===== src/rtl/voice_allocator.sv =====
// Polyphonic voice allocator: maps note-on/off events onto NUM_VOICES slots,
// stealing the oldest slot when all are busy. One event per three cycles.

// One voice slot: holds key/period/stamp and reports key match and age.
module voice_slot #(
    parameter int KEY_W    = 7,
    parameter int PERIOD_W = 32,
    parameter int STAMP_W  = 16
) (
    input  logic                clk,
    input  logic                reset,
    input  logic                set_en,
    input  logic                clr_en,
    input  logic [KEY_W-1:0]    wr_key,
    input  logic [PERIOD_W-1:0] wr_period,
    input  logic [STAMP_W-1:0]  wr_stamp,
    input  logic [KEY_W-1:0]    cmp_key,
    input  logic [STAMP_W-1:0]  cur_cnt,
    output logic                active,
    output logic [PERIOD_W-1:0] period,
    output logic                retrig,
    output logic                match,
    output logic [STAMP_W-1:0]  age
);
    logic                active_q, active_d;
    logic [KEY_W-1:0]    key_q, key_d;
    logic [PERIOD_W-1:0] period_q, period_d;
    logic [STAMP_W-1:0]  stamp_q, stamp_d;
    logic                retrig_q, retrig_d;

    // Next slot contents: allocation overrides release; retrig mirrors allocation.
    always_comb begin
        active_d = active_q;
        key_d    = key_q;
        period_d = period_q;
        stamp_d  = stamp_q;
        retrig_d = set_en;
        if (set_en) begin
            active_d = 1'b1;
            key_d    = wr_key;
            period_d = wr_period;
            stamp_d  = wr_stamp;
        end else if (clr_en) begin
            active_d = 1'b0;
        end
    end

    // Slot registers.
    always_ff @(posedge clk or posedge reset) begin
        if (reset) begin
            active_q <= 1'b0;
            key_q    <= '0;
            period_q <= '0;
            stamp_q  <= '0;
            retrig_q <= 1'b0;
        end else begin
            active_q <= active_d;
            key_q    <= key_d;
            period_q <= period_d;
            stamp_q  <= stamp_d;
            retrig_q <= retrig_d;
        end
    end

    assign active = active_q;
    assign period = period_q;
    assign retrig = retrig_q;
    // Only sounding slots may match, so a released key never retriggers in place.
    assign match  = active_q && (key_q == cmp_key);
    // Modular age stays correct across alloc_cnt wrap.
    assign age    = cur_cnt - stamp_q;
endmodule

// Allocator top: event FSM, lookup registers and the slot array.
module voice_allocator #(
    parameter int NUM_VOICES = 4,
    parameter int KEY_W      = 7,
    parameter int PERIOD_W   = 32,
    parameter int STAMP_W    = 16
) (
    input  logic                           clk,
    input  logic                           reset,
    input  logic                           ev_valid,
    output logic                           ev_ready,
    input  logic                           ev_note_on,
    input  logic [KEY_W-1:0]               ev_key,
    input  logic [PERIOD_W-1:0]            ev_period,
    output logic [NUM_VOICES*PERIOD_W-1:0] voice_period,
    output logic [NUM_VOICES-1:0]          voice_active,
    output logic [NUM_VOICES-1:0]          voice_retrig,
    output logic                           steal,
    output logic                           ev_err
);
    localparam int IDX_W = $clog2(NUM_VOICES);

    typedef enum logic [1:0] {S_IDLE, S_LOOKUP, S_APPLY} state_t;

    typedef struct packed {
        logic                note_on;
        logic [KEY_W-1:0]    key;
        logic [PERIOD_W-1:0] period;
    } ev_t;

    state_t state_q, state_d;

    ev_t                   ev_q, ev_d;
    logic [NUM_VOICES-1:0] match_vec_q, match_vec_d;
    logic                  free_any_q, free_any_d;
    logic [IDX_W-1:0]      free_idx_q, free_idx_d;
    logic [IDX_W-1:0]      old_idx_q, old_idx_d;
    logic [STAMP_W-1:0]    alloc_cnt_q, alloc_cnt_d;
    logic                  steal_q, steal_d;
    logic                  err_q, err_d;

    logic [IDX_W-1:0]      hit_idx;
    logic [IDX_W-1:0]      target;
    logic [STAMP_W-1:0]    best_age;

    logic [NUM_VOICES-1:0]               slot_active;
    logic [NUM_VOICES-1:0]               slot_match;
    logic [NUM_VOICES-1:0]               slot_retrig;
    logic [NUM_VOICES-1:0]               slot_set;
    logic [NUM_VOICES-1:0]               slot_clr;
    logic [NUM_VOICES-1:0][PERIOD_W-1:0] slot_period;
    logic [NUM_VOICES-1:0][STAMP_W-1:0]  slot_age;

    // FSM state register.
    always_ff @(posedge clk or posedge reset) begin
        if (reset) state_q <= S_IDLE;
        else       state_q <= state_d;
    end

    // FSM next state: accept, look up, apply, back to idle.
    always_comb begin
        state_d = state_q;
        case (state_q)
            S_IDLE:   if (ev_valid) state_d = S_LOOKUP;
            S_LOOKUP: state_d = S_APPLY;
            S_APPLY:  state_d = S_IDLE;
            default:  state_d = S_IDLE;
        endcase
    end

    // FSM outputs: only idle accepts events.
    always_comb begin
        ev_ready = (state_q == S_IDLE);
    end

    // Index of the (at most one) matching slot seen during lookup.
    always_comb begin
        hit_idx = '0;
        for (int i = 0; i < NUM_VOICES; i++)
            if (match_vec_q[i]) hit_idx = IDX_W'(i);
    end

    // Datapath: latch event, register lookup results, then update one slot.
    always_comb begin
        ev_d        = ev_q;
        match_vec_d = match_vec_q;
        free_any_d  = free_any_q;
        free_idx_d  = free_idx_q;
        old_idx_d   = old_idx_q;
        alloc_cnt_d = alloc_cnt_q;
        steal_d     = 1'b0;
        err_d       = 1'b0;
        slot_set    = '0;
        slot_clr    = '0;
        target      = '0;
        best_age    = '0;
        case (state_q)
            S_IDLE: begin
                if (ev_valid) begin
                    ev_d.note_on = ev_note_on;
                    ev_d.key     = ev_key;
                    ev_d.period  = ev_period;
                end
            end
            S_LOOKUP: begin
                match_vec_d = slot_match;
                // Descending scan so the lowest free index wins.
                free_any_d = 1'b0;
                free_idx_d = '0;
                for (int i = NUM_VOICES - 1; i >= 0; i--) begin
                    if (!slot_active[i]) begin
                        free_any_d = 1'b1;
                        free_idx_d = IDX_W'(i);
                    end
                end
                // Strict compare keeps the lowest index on equal ages.
                old_idx_d = '0;
                best_age  = slot_age[0];
                for (int i = 1; i < NUM_VOICES; i++) begin
                    if (slot_age[i] > best_age) begin
                        best_age  = slot_age[i];
                        old_idx_d = IDX_W'(i);
                    end
                end
            end
            S_APPLY: begin
                if (ev_q.note_on) begin
                    if (ev_q.period == '0) begin
                        err_d = 1'b1;
                    end else begin
                        if (|match_vec_q)    target = hit_idx;
                        else if (free_any_q) target = free_idx_q;
                        else begin
                            target  = old_idx_q;
                            steal_d = 1'b1;
                        end
                        slot_set[target] = 1'b1;
                        alloc_cnt_d      = alloc_cnt_q + 1'b1;
                    end
                end else begin
                    slot_clr = match_vec_q;
                end
            end
            default: ;
        endcase
    end

    // Datapath and pulse registers.
    always_ff @(posedge clk or posedge reset) begin
        if (reset) begin
            ev_q        <= '0;
            match_vec_q <= '0;
            free_any_q  <= 1'b0;
            free_idx_q  <= '0;
            old_idx_q   <= '0;
            alloc_cnt_q <= '0;
            steal_q     <= 1'b0;
            err_q       <= 1'b0;
        end else begin
            ev_q        <= ev_d;
            match_vec_q <= match_vec_d;
            free_any_q  <= free_any_d;
            free_idx_q  <= free_idx_d;
            old_idx_q   <= old_idx_d;
            alloc_cnt_q <= alloc_cnt_d;
            steal_q     <= steal_d;
            err_q       <= err_d;
        end
    end

    for (genvar g = 0; g < NUM_VOICES; g++) begin : g_slot
        voice_slot #(
            .KEY_W    (KEY_W),
            .PERIOD_W (PERIOD_W),
            .STAMP_W  (STAMP_W)
        ) u_slot (
            .clk       (clk),
            .reset     (reset),
            .set_en    (slot_set[g]),
            .clr_en    (slot_clr[g]),
            .wr_key    (ev_q.key),
            .wr_period (ev_q.period),
            .wr_stamp  (alloc_cnt_q),
            .cmp_key   (ev_q.key),
            .cur_cnt   (alloc_cnt_q),
            .active    (slot_active[g]),
            .period    (slot_period[g]),
            .retrig    (slot_retrig[g]),
            .match     (slot_match[g]),
            .age       (slot_age[g])
        );
    end

    assign voice_period = slot_period;
    assign voice_active = slot_active;
    assign voice_retrig = slot_retrig;
    assign steal        = steal_q;
    assign ev_err       = err_q;
endmodule


===== config.mk =====
export PLATFORM = sky130hd
export DESIGN_NAME = voice_allocator
export DESIGN_NICKNAME = d
export VERILOG_FILES = /design/src/rtl/voice_allocator.sv
export SDC_FILE = /design/constraint.sdc
export NUM_CORES = 1
export LEC_CHECK = 0
export BUFFER_PORTS_ARGS = -buffer_cell sky130_fd_sc_hd__buf_4
export CORE_ASPECT_RATIO = 0.75
export CORE_MARGIN = 8
export CORE_UTILIZATION = 36
export DETAILED_ROUTE_END_ITERATION = 12
export GPL_ROUTABILITY_DRIVEN = 0
export GPL_TIMING_DRIVEN = 0
export HOLD_SLACK_MARGIN = 0.02
export PLACE_DENSITY = 0.52
export SYNTH_ARGS = -nofsm -noshare
export SYNTH_HDL_FRONTEND = slang
export SYNTH_SLANG_ARGS = --single-unit
export TNS_END_PERCENT = 100

===== constraint.sdc =====
create_clock -name clk -period 11.8 [get_ports clk]
set_input_delay 1.18 -clock clk [delete_from_list [all_inputs] [get_ports clk]]
set_output_delay 1.18 -clock clk [all_outputs]
set_load 0.01 [all_outputs]

==> results of run 1 <==
## final cells by class
type	instances	area (sq um)
repair buffers	183	1410
fillers	4210	24200
inverters	100	383
clock inverters	17	215
well taps	578	723
multi-input cells	972	7820
plain buffers	60	268
flip-flops and latches	297	7430
clock buffers	43	935
## worst paths after layout
path                           startpoint                           to  slack, ns  cells past startpoint
max                        alloc_cnt_q[1]                 old_idx_q[0]       1.71                     38
min                         free_idx_q[0]                free_idx_q[0]       0.48                      2
max reg2reg                alloc_cnt_q[1]                 old_idx_q[0]       1.71                     38
min reg2reg                 free_idx_q[0]                free_idx_q[0]       0.48                      2
max in group asynchronous           reset  g_slot[1].u_slot.period[17]       9.92                      3
min in group asynchronous           reset      g_slot[0].u_slot.retrig       0.77                      2
## sequential cells by signal (all words and copies together), names as in the netlist, 4 cells and up
register,flops
alloc_cnt_q,16
ev_q,40
g_slot.u_slot.active,4
g_slot.u_slot.key_q,28
g_slot.u_slot.period,128
g_slot.u_slot.retrig,4
g_slot.u_slot.stamp_q,64
match_vec_q,4
## cell families after synthesis
logic type,Yosys count,synth area share
AND/OR/NAND/NOR,304,0.0908
flip-flops,297,0.467
AO/OA/AOI/OAI,236,0.100
multiplexers,228,0.161
buffers and inverters,160,0.0405
adder cells (fa/ha/maj),111,0.0892
XOR/XNOR,93,0.0512
## cell usage after synthesis (4+ instances only)
| library cell | instances |
|---|---|
| o21bai_1 | 6 |
| a31oi_1 | 4 |
| a21o_1 | 24 |
| o311ai_0 | 4 |
| o21ai_0 | 74 |
| and4_1 | 4 |
| or3_1 | 5 |
| inv_1 | 99 |
| nand2_1 | 110 |
| and2_1 | 6 |
| o21a_1 | 21 |
| o211ai_1 | 4 |
| xnor2_1 | 81 |
| nor4_1 | 10 |
| nand2b_1 | 9 |
| a211oi_1 | 10 |
| xor2_1 | 12 |
| mux2_1 | 4 |
| mux2i_1 | 17 |
| ha_1 | 107 |
| dfrtp_1 | 297 |
| nor3b_1 | 4 |
| fa_1 | 4 |
| nor3_1 | 23 |
| clkbuf_1 | 48 |
| or2_2 | 4 |
| nor2b_1 | 16 |
| a21oi_1 | 37 |
| nand3_1 | 21 |
| nand4_1 | 19 |
| nor2_1 | 60 |
| and3_1 | 8 |
| mux2_2 | 205 |
| o31ai_1 | 12 |
| buf_4 | 9 |
## through the flow
step,total power (uW),worst slack (ns),instances,util
floorplan,4450,2.42,1429,-
global placement,5730,-1.37,2188,0.414
detailed placement,5770,1.98,2190,0.415
CTS,6930,1.89,2250,0.442
global route,7460,1.05,2250,0.442
finish,6890,1.71,2250,0.442
## metal layers
layer	wire length (microns)	part of all wire
met3	1450	0.033
met2	20200	0.46
met5	0	0
met4	1210	0.027
met1	21400	0.48
## placed cells by master, fill, tap and decap left out, drive strengths merged, types with 60 or more instances in the layout
| master | instances |
|---|---|
| nand2 | 110 |
| o21ai | 76 |
| ha | 107 |
| nor2 | 60 |
| inv | 102 |
| buf | 195 |
| xnor2 | 81 |
| mux2 | 211 |
| clkbuf | 91 |
| dfrtp | 297 |
## report_power, final
part | internal, uW | total, uW | switching [uW]
Sequential | 1330 | 1570 | 243
Combinational | 1960 | 4220 | 2260
Clock | 653 | 1100 | 445
Total | 3940 | 6890 | 2950
## tightest hold or removal path: cells and delay by family (launching register included)
kind / cells / cell delay [ns]
flip-flops: 1 / 0.34
AND/OR/NAND/NOR: 2 / 0.10
==> run summary, run 1 <==
outcome -> completed
Synth top area share -> 0.467
post-synthesis register bit count -> 297
fin area -> 19200 sq um
initial antenna violation count -> 0
Post-Route WL -> 44300 microns
Via density -> 5.05
Area growth, synth to finish -> 20.7%
Site Rows -> 66
Crit Path Class -> register to register
die area -> 51200 sq um
slowest stage cell, crit path -> dfrtp_1
Synth Instances -> 1429
Longest Clk Path Bufs -> 3
met2 usage -> 0.267
# Post-CTS Setup Buffers -> 0
Final #Nets -> 1802
residual DRC count -> 0
final max-slew violation count -> 0
Mapped Nets -> 1583
# hold bufs at CTS -> 0
Max Cap Violations -> 0
I/O pin count -> 182
Crit path required time -> 12.18 ns
dominant cells by area after synthesis -> dfrtp_1 47%, mux2_2 15%, ha_1 8.4%, xnor2_1 4.5%, nand2_1 2.6%
busiest grt layer -> met2
Seq/Total Area, Yosys -> 0.467
Worst Path Max Fanout -> 16
GRT Util Overall -> 0.170
CTS root buffer -> clkbuf_16
WL/cell -> 19.7 microns
CP top delay family -> compound AO/OA/AOI/OAI gates
Clock Latency Late Sink -> 0.53 ns
total number of vias -> 11400
Worst Setup Start Kind -> register
CTS tree -> yes
Final Skew -> 0.0143 ns
dpl cell area -> 18000 sq um
antenna cells -> 0
M1 GR Usage -> 0.243
Final min period -> 10.09 ns
Yosys top cell by area -> dfrtp_1
CTS Buf Count -> 34
Max Fclk -> 99.1 MHz
Slew @ Worst Pin -> 1.24 ns
Congestion Overflow GR -> 0
Tcrit/Tclk final -> 0.855
Mapped Area -> 15900 sq um
crit path capture type -> register
pwr dens -> 359 nW/um^2
most used cell, CP -> a21o_1
Final ANT Viol Nets -> 0
Post-synth top flop -> dfrtp_1
# clock sinks -> 297
largest net degree at the start of global routing -> 131
asr flop ratio synth -> 1.00
DIE HEIGHT -> 198 microns
Initial DRT Pass Iterations -> 5
worst path arrival time -> 10.46 ns
RSZ-0062 raised after global routing -> no
Final Hold Fails -> 0
post-CTS sizing -> 0
syn avg cell area -> 11.1 sq um
first-pass GRT wire length -> 69000 microns
Post-DP HPWL -> 33400 microns
Crit path largest cell delay -> 0.78 ns
H-tree depth -> 2
CTS clk-pin slew, worst paths -> 0.06 ns
final setup vio count -> 0
post-synth cell types -> 68
Worst slew margin -> 0.170
final hold slack -> 0.475 ns
EDFF count, synth -> 0
I/O Buffers -> 181
number of global-route vias before repair -> 11500
WP buf/inv -> 3
DRT iter0 DRCs -> 788
Starting Density -> 0.366
met3 usage -> 0.0229
Leakage -> 0.00889 uW
core area -> 43400 sq um
YS warnings -> 0
final setup TNS -> 0 ns
fraction of layout cells with a size suffix above 1 -> 0.282
Hold Path Class -> register to register
Worst VDD drop -> 227 uV
Die Width -> 259 microns
No activity file was read; power rests on OpenSTA's default activity.
==> inputs of run 2 (changes only) <==
--- a/config.mk
+++ b/config.mk
@@ -5,6 +5,7 @@
 export SDC_FILE = /design/constraint.sdc
 export NUM_CORES = 1
 export LEC_CHECK = 0
+export ABC_AREA = 1
 export BUFFER_PORTS_ARGS = -buffer_cell sky130_fd_sc_hd__buf_4
 export CORE_ASPECT_RATIO = 0.75
 export CORE_MARGIN = 8
==> run summary, run 2 <==
first-pass GRT wire length -> 79100 microns
WP buf/inv -> 8
Mapped Nets -> 2064
Worst VDD drop -> 269 uV
Sequential Power Share -> 0.207
Crit path largest cell delay -> 0.46 ns
outcome -> completed
asr flop ratio synth -> 1.00
hold_sp -> g_slot[2].u_slot.period[15]
Pint -> 3600 uW
Worst path depth -> 47
residual DRC count -> 0
FF-to-FF Start -> alloc_cnt_q[0]
YS warnings -> 0
initial antenna violation count -> 0
Slew @ Worst Pin -> 0.834 ns
Logic pwr share -> 0.643
Yosys top cell by area -> dfrtp_1
Starting Density -> 0.366
commonest non-fill, non-tap cells in the layout -> 493 x nand2_1, 297 x dfrtp_1, 257 x o21ai_0, 227 x inv_1, 190 x buf_4
CP top delay family -> simple AND/OR/NAND/NOR gates
Tcrit/Tclk final -> 0.647
commonest non-fill, non-tap cell in the layout -> nand2_1
Worst Setup Start Kind -> register
CTS clk-pin slew, worst paths -> 0.06 ns
placed cells -> 2671
Post-DP HPWL -> 39100 microns
Worst slew margin -> 0.444
I/O pin count -> 182
final setup vio count -> 0
fin cells -> 2729
Congestion Overflow GR -> 0
Final #Nets -> 2283
Max Cap Violations -> 0
I/O Buffers -> 181
dpl cell area -> 18100 sq um
max reg flops -> 128
RSZ-0062 raised after global routing -> no
post-synth cell types -> 45
R2R Setup Slk -> 4.16 ns
Final min period -> 7.64 ns
fin util -> 0.440
Hold EP -> g_slot[2].u_slot.period[15]
syn avg cell area -> 8.35 sq um
WL/cell -> 18.6 microns
fraction of layout cells with a size suffix above 1 -> 0.139
EDFF count, synth -> 0
pre-CTS setup slack -> 4.27 ns
most used cell, CP -> nand2_1
cell with the most instances after synthesis -> nand2_1
core area -> 43500 sq um
CTS Buf Count -> 34
Reg2Reg Depth -> 47
Site Rows -> 66
DIE HEIGHT -> 198 microns
final max-slew violation count -> 0
sw power -> 3340 uW
# Post-CTS Setup Buffers -> 0
GRT Util Overall -> 0.194
Longest Clk Path Bufs -> 3
Area growth, synth to finish -> 20.2%
Switching Share -> 0.481
Initial DRT Pass Iterations -> 5
fin area -> 19200 sq um
Post-Route WL -> 50600 microns
Worst Path Max Fanout -> 10
Synth top area share -> 0.466
Final ANT Viol Nets -> 0
Crit Path Class -> register to register
pwr dens -> 362 nW/um^2
clock share of power -> 0.150
Final Hold Fails -> 0
die area -> 51300 sq um
Post-synth top flop -> dfrtp_1
Die Width -> 259 microns
fillers -> 4324
Final Skew -> 0.0169 ns
largest net degree at the start of global routing -> 131
Synth Instances -> 1910
Crit path required time -> 12.18 ns
Seq/Total Area, Yosys -> 0.466
worst path arrival time -> 8.02 ns
r2r endpoint -> old_idx_q[1]
post-CTS sizing -> 0
crit path capture type -> register
# clock sinks -> 297
post-synthesis register bit count -> 297
# hold bufs at CTS -> 0
number of global-route vias before repair -> 13500
Leakage -> 0.00966 uW
Mapped Area -> 15900 sq um
Hold Path Class -> register to register
H-tree depth -> 2
synth cell count leaders -> 493 x nand2_1, 297 x dfrtp_1, 257 x o21ai_0
DRT iter0 DRCs -> 838
dominant cells by area after synthesis -> dfrtp_1 47%, nand2_1 12%, ha_1 8.4%, o21ai_0 8.1%, inv_1 5.4%
total number of vias -> 13500
slowest stage cell, crit path -> fa_1
CTS root buffer -> clkbuf_16
Max Fclk -> 131 MHz
Via density -> 4.96
worst hold path cell count -> 2
CTS tree -> yes
final worst slack -> 4.16 ns
Clock Latency Late Sink -> 0.53 ns
-- run 2: routing by layer --
metal	wire length (microns)	up-vias	global-route usage
met5	0	-	0
met4	1090	0	0.0491
met3	2840	62	0.0354
met2	21100	318	0.282
met1	25600	6514	0.293
li1	-	6630	-
-- run 2: worst register-to-register path, delay by kind of cell (launching register included) --
kind                       cells  cell delay (ns)
and+or+nand+nor               23             2.38
xor gates and xnor gates       1             0.23
AOI/OAI and AO/OA             10             1.60
DFF                            1             0.40
buffers and inverters          8             1.34
adders and majority gates      5             1.53
-- run 2: worst max-delay path by stage --
stage,endpoint,start,slack [ns]
floorplan,alloc_cnt_q[0],reset,2.42
global placement,g_slot[3].u_slot.period[1],reset,-1.28
detailed placement,old_idx_q[1],alloc_cnt_q[0],4.27
CTS,old_idx_q[1],alloc_cnt_q[0],4.20
global route,old_idx_q[1],alloc_cnt_q[0],3.43
finish,old_idx_q[1],alloc_cnt_q[0],4.16
-- run 2: final cells by class --
| class | count | area [sq um] | share of cell area |
|---|---|---|---|
| Tap cell | 578 | 723 | 0.0377 |
| Timing Repair Buffer | 183 | 1410 | 0.0738 |
| Clock inverter | 10 | 108 | 0.00561 |
| Buffer | 82 | 367 | 0.0191 |
| Clock buffer | 47 | 971 | 0.0507 |
| Inverter | 238 | 901 | 0.0470 |
| Antenna cell | 1 | 2.50 | 0.000131 |
| Multi-Input combinational cell | 1293 | 7250 | 0.378 |
| Sequential cell | 297 | 7430 | 0.388 |
-- run 2: cell families (layout without fill, tap and decap cells) --
logic type	count (synthesis)	after routing	share of synthesized area
simple gates	700	700	0.187
compound gates	396	396	0.132
buf+inv	320	560	0.0790
flops	297	297	0.466
fa+ha+maj	111	111	0.0890
xor+xnor	86	86	0.0472
other cells	0	1	0
-- run 2: stage by stage --
stage	TNS (ns)	power [uW]	hold slack (ns)
3_3_place_gp	-360.69	5800	0.470
4_1_cts	0	6970	0.488
2_1_floorplan	0	4540	0.453
6_report	0	6940	0.487
5_1_grt	0	7720	0.509
3_5_place_dp	0	5880	0.474
-- run 2: power groups by stage --
stage	Clock [uW]	Combinational, uW	Sequential, uW
after floorplan	0	3060	1480
after global placement	0	4340	1450
after detailed placement	0	4430	1450
after CTS	1070	4460	1440
after global routing	1110	5140	1470
final	1040	4460	1440
==> inputs of run 3 (changes only) <==
--- a/config.mk
+++ b/config.mk
@@ -14,7 +14,7 @@
 export GPL_ROUTABILITY_DRIVEN = 0
 export GPL_TIMING_DRIVEN = 0
 export HOLD_SLACK_MARGIN = 0.02
-export PLACE_DENSITY = 0.52
+export PLACE_DENSITY = 0.54
 export SYNTH_ARGS = -nofsm -noshare
 export SYNTH_HDL_FRONTEND = slang
 export SYNTH_SLANG_ARGS = --single-unit
==> constraint.sdc (replaced) <==
create_clock -name clk -period 6.2 [get_ports clk]
set_input_delay 0.62 -clock clk [delete_from_list [all_inputs] [get_ports clk]]
set_output_delay 0.62 -clock clk [all_outputs]
set_load 0.01 [all_outputs]
==> run summary, run 3 (synthesis results as in run 2) <==
I/O Buffers -> 181
CTS root buffer -> clkbuf_16
worst path arrival time -> 6.73 ns
DRT iter0 DRCs -> 971
die area -> 51300 sq um
Crit path required time -> 6.65 ns
Via density -> 5.03
Congestion Overflow GR -> 0
Clock Latency Late Sink -> 0.54 ns
commonest non-fill, non-tap cells in the layout -> 466 x nand2_1, 288 x dfrtp_1, 253 x o21ai_0, 250 x buf_4, 218 x inv_1
slowest stage cell, crit path -> fa_2
FF-to-FF Start -> alloc_cnt_q[0]
Max Cap Violations -> 0
CTS Buf Count -> 34
Final #Nets -> 2357
Final Skew -> 0.0261 ns
# hold bufs at CTS -> 0
Crit path largest cell delay -> 0.42 ns
Starting Density -> 0.366
Initial DRT Pass Iterations -> 5
Longest Clk Path Bufs -> 3
total number of vias -> 14100
residual DRC count -> 0
CTS tree -> yes
core area -> 43500 sq um
final setup vio count -> 2
fin area -> 20900 sq um
Site Rows -> 66
dpl cell area -> 18200 sq um
Hold Path Class -> input port to async pin
Tcrit/Tclk final -> 1.01
H-tree depth -> 2
# clock sinks -> 297
Post-Route WL -> 52600 microns
WL/cell -> 18.7 microns
Area growth, synth to finish -> 31.0%
commonest non-fill, non-tap cell in the layout -> nand2_1
Reg2Reg Depth -> 43
Worst Path Max Fanout -> 7
initial antenna violation count -> 0
Final Hold Fails -> 0
Final min period -> 6.28 ns
first-pass GRT wire length -> 81100 microns
max reg flops -> 128
Die Width -> 259 microns
CTS clk-pin slew, worst paths -> 0.06 ns
Post-DP HPWL -> 39100 microns
area of the multi-input gates -> 8100 sq um
RSZ-0062 raised after global routing -> yes
GRT Util Overall -> 0.199
Worst slew margin -> 0.447
Crit Path Class -> register to register
crit path capture type -> register
final hold slack -> 0.152 ns
number of global-route vias before repair -> 13800
fraction of layout cells with a size suffix above 1 -> 0.234
Final ANT Viol Nets -> 0
Slew @ Worst Pin -> 0.827 ns
sequential cell area -> 7450 sq um
failing checks -> negative setup slack
outcome -> complete, but fails checks
final worst slack -> -0.0791 ns
fin util -> 0.480
Max Fclk -> 159 MHz
largest net degree at the start of global routing -> 43
I/O pin count -> 182
CP startpoint -> alloc_cnt_q[0]
Worst Setup Start Kind -> register
pre-CTS setup slack -> -1.43 ns
DIE HEIGHT -> 198 microns
final max-slew violation count -> 0
fillers -> 4197
==> run 3: cell count changes in the layout (fill, tap and decap cells not counted), sizes merged <==
cell,before,now
clkinv,7,4
inv,239,235
bufinv,1,3
clkbuf,103,111
nand2,499,500
buf,209,281
clkinvlp,1,4
==> run 3: repair_timing <==
| action | CTS | global route |
|---|---|---|
| cloned | 1 | 1 |
| pin swaps | 40 | 56 |
| setup endpoints to repair | 2 | 2 |
| setup buffers | 50 | 17 |
| resized for setup | 89 | 94 |
==> run 3: stage by stage <==
step	TNS [ns]	instances
after floorplan	0	1910
after global placement	-70.42	2669
after global routing	-0.904	2807
final	-0.139	2808
after detailed placement	-2.85	2677
after CTS	-0.185	2790
==> run 3: path summary, 6_finish.rpt <==
kind	endpoint	slack [ns]
worst max-delay path	old_idx_q[0]	-0.08
min in group clk	ev_q[34]	0.28
worst max register to register	old_idx_q[0]	-0.08
worst min register to register	g_slot[0].u_slot.period[10]	0.48
max in group asynchronous	ev_q[37]	4.63
worst min-delay path	g_slot[3].u_slot.retrig	0.15
==> run 3: final cells by class <==
class	instances	area share
multi-input combinational	1294	0.388
sequential	297	0.357
timing repair buffer	256	0.0990
clock buffer	54	0.0521
inverter	238	0.0436
tap	578	0.0346
buffer	82	0.0194
clock inverter	8	0.00671
antenna	1	0.000120
==> run 3: worst max-delay path: cells and delay by family, from the launching register on <==
family	cells	cell delay [ns]
XOR/XNOR	1	0.20
AO/OA/AOI/OAI	8	1.44
AND/OR/NAND/NOR	18	1.57
flip-flops	1	0.40
adder cells (fa/ha/maj)	5	1.33
buffers and inverters	11	1.21
==> run 3: layer usage <==
layer,vias up,wire (microns),global-route usage
met2,295,22600,0.293
met4,0,1160,0.0520
li1,6796,-,-
met1,6957,26500,0.302
met5,-,0,0
met3,70,2350,0.0282
Power of run 3 is not shown: default switching activity piles up to over one toggle a cycle in this logic, so the estimate is an artifact.
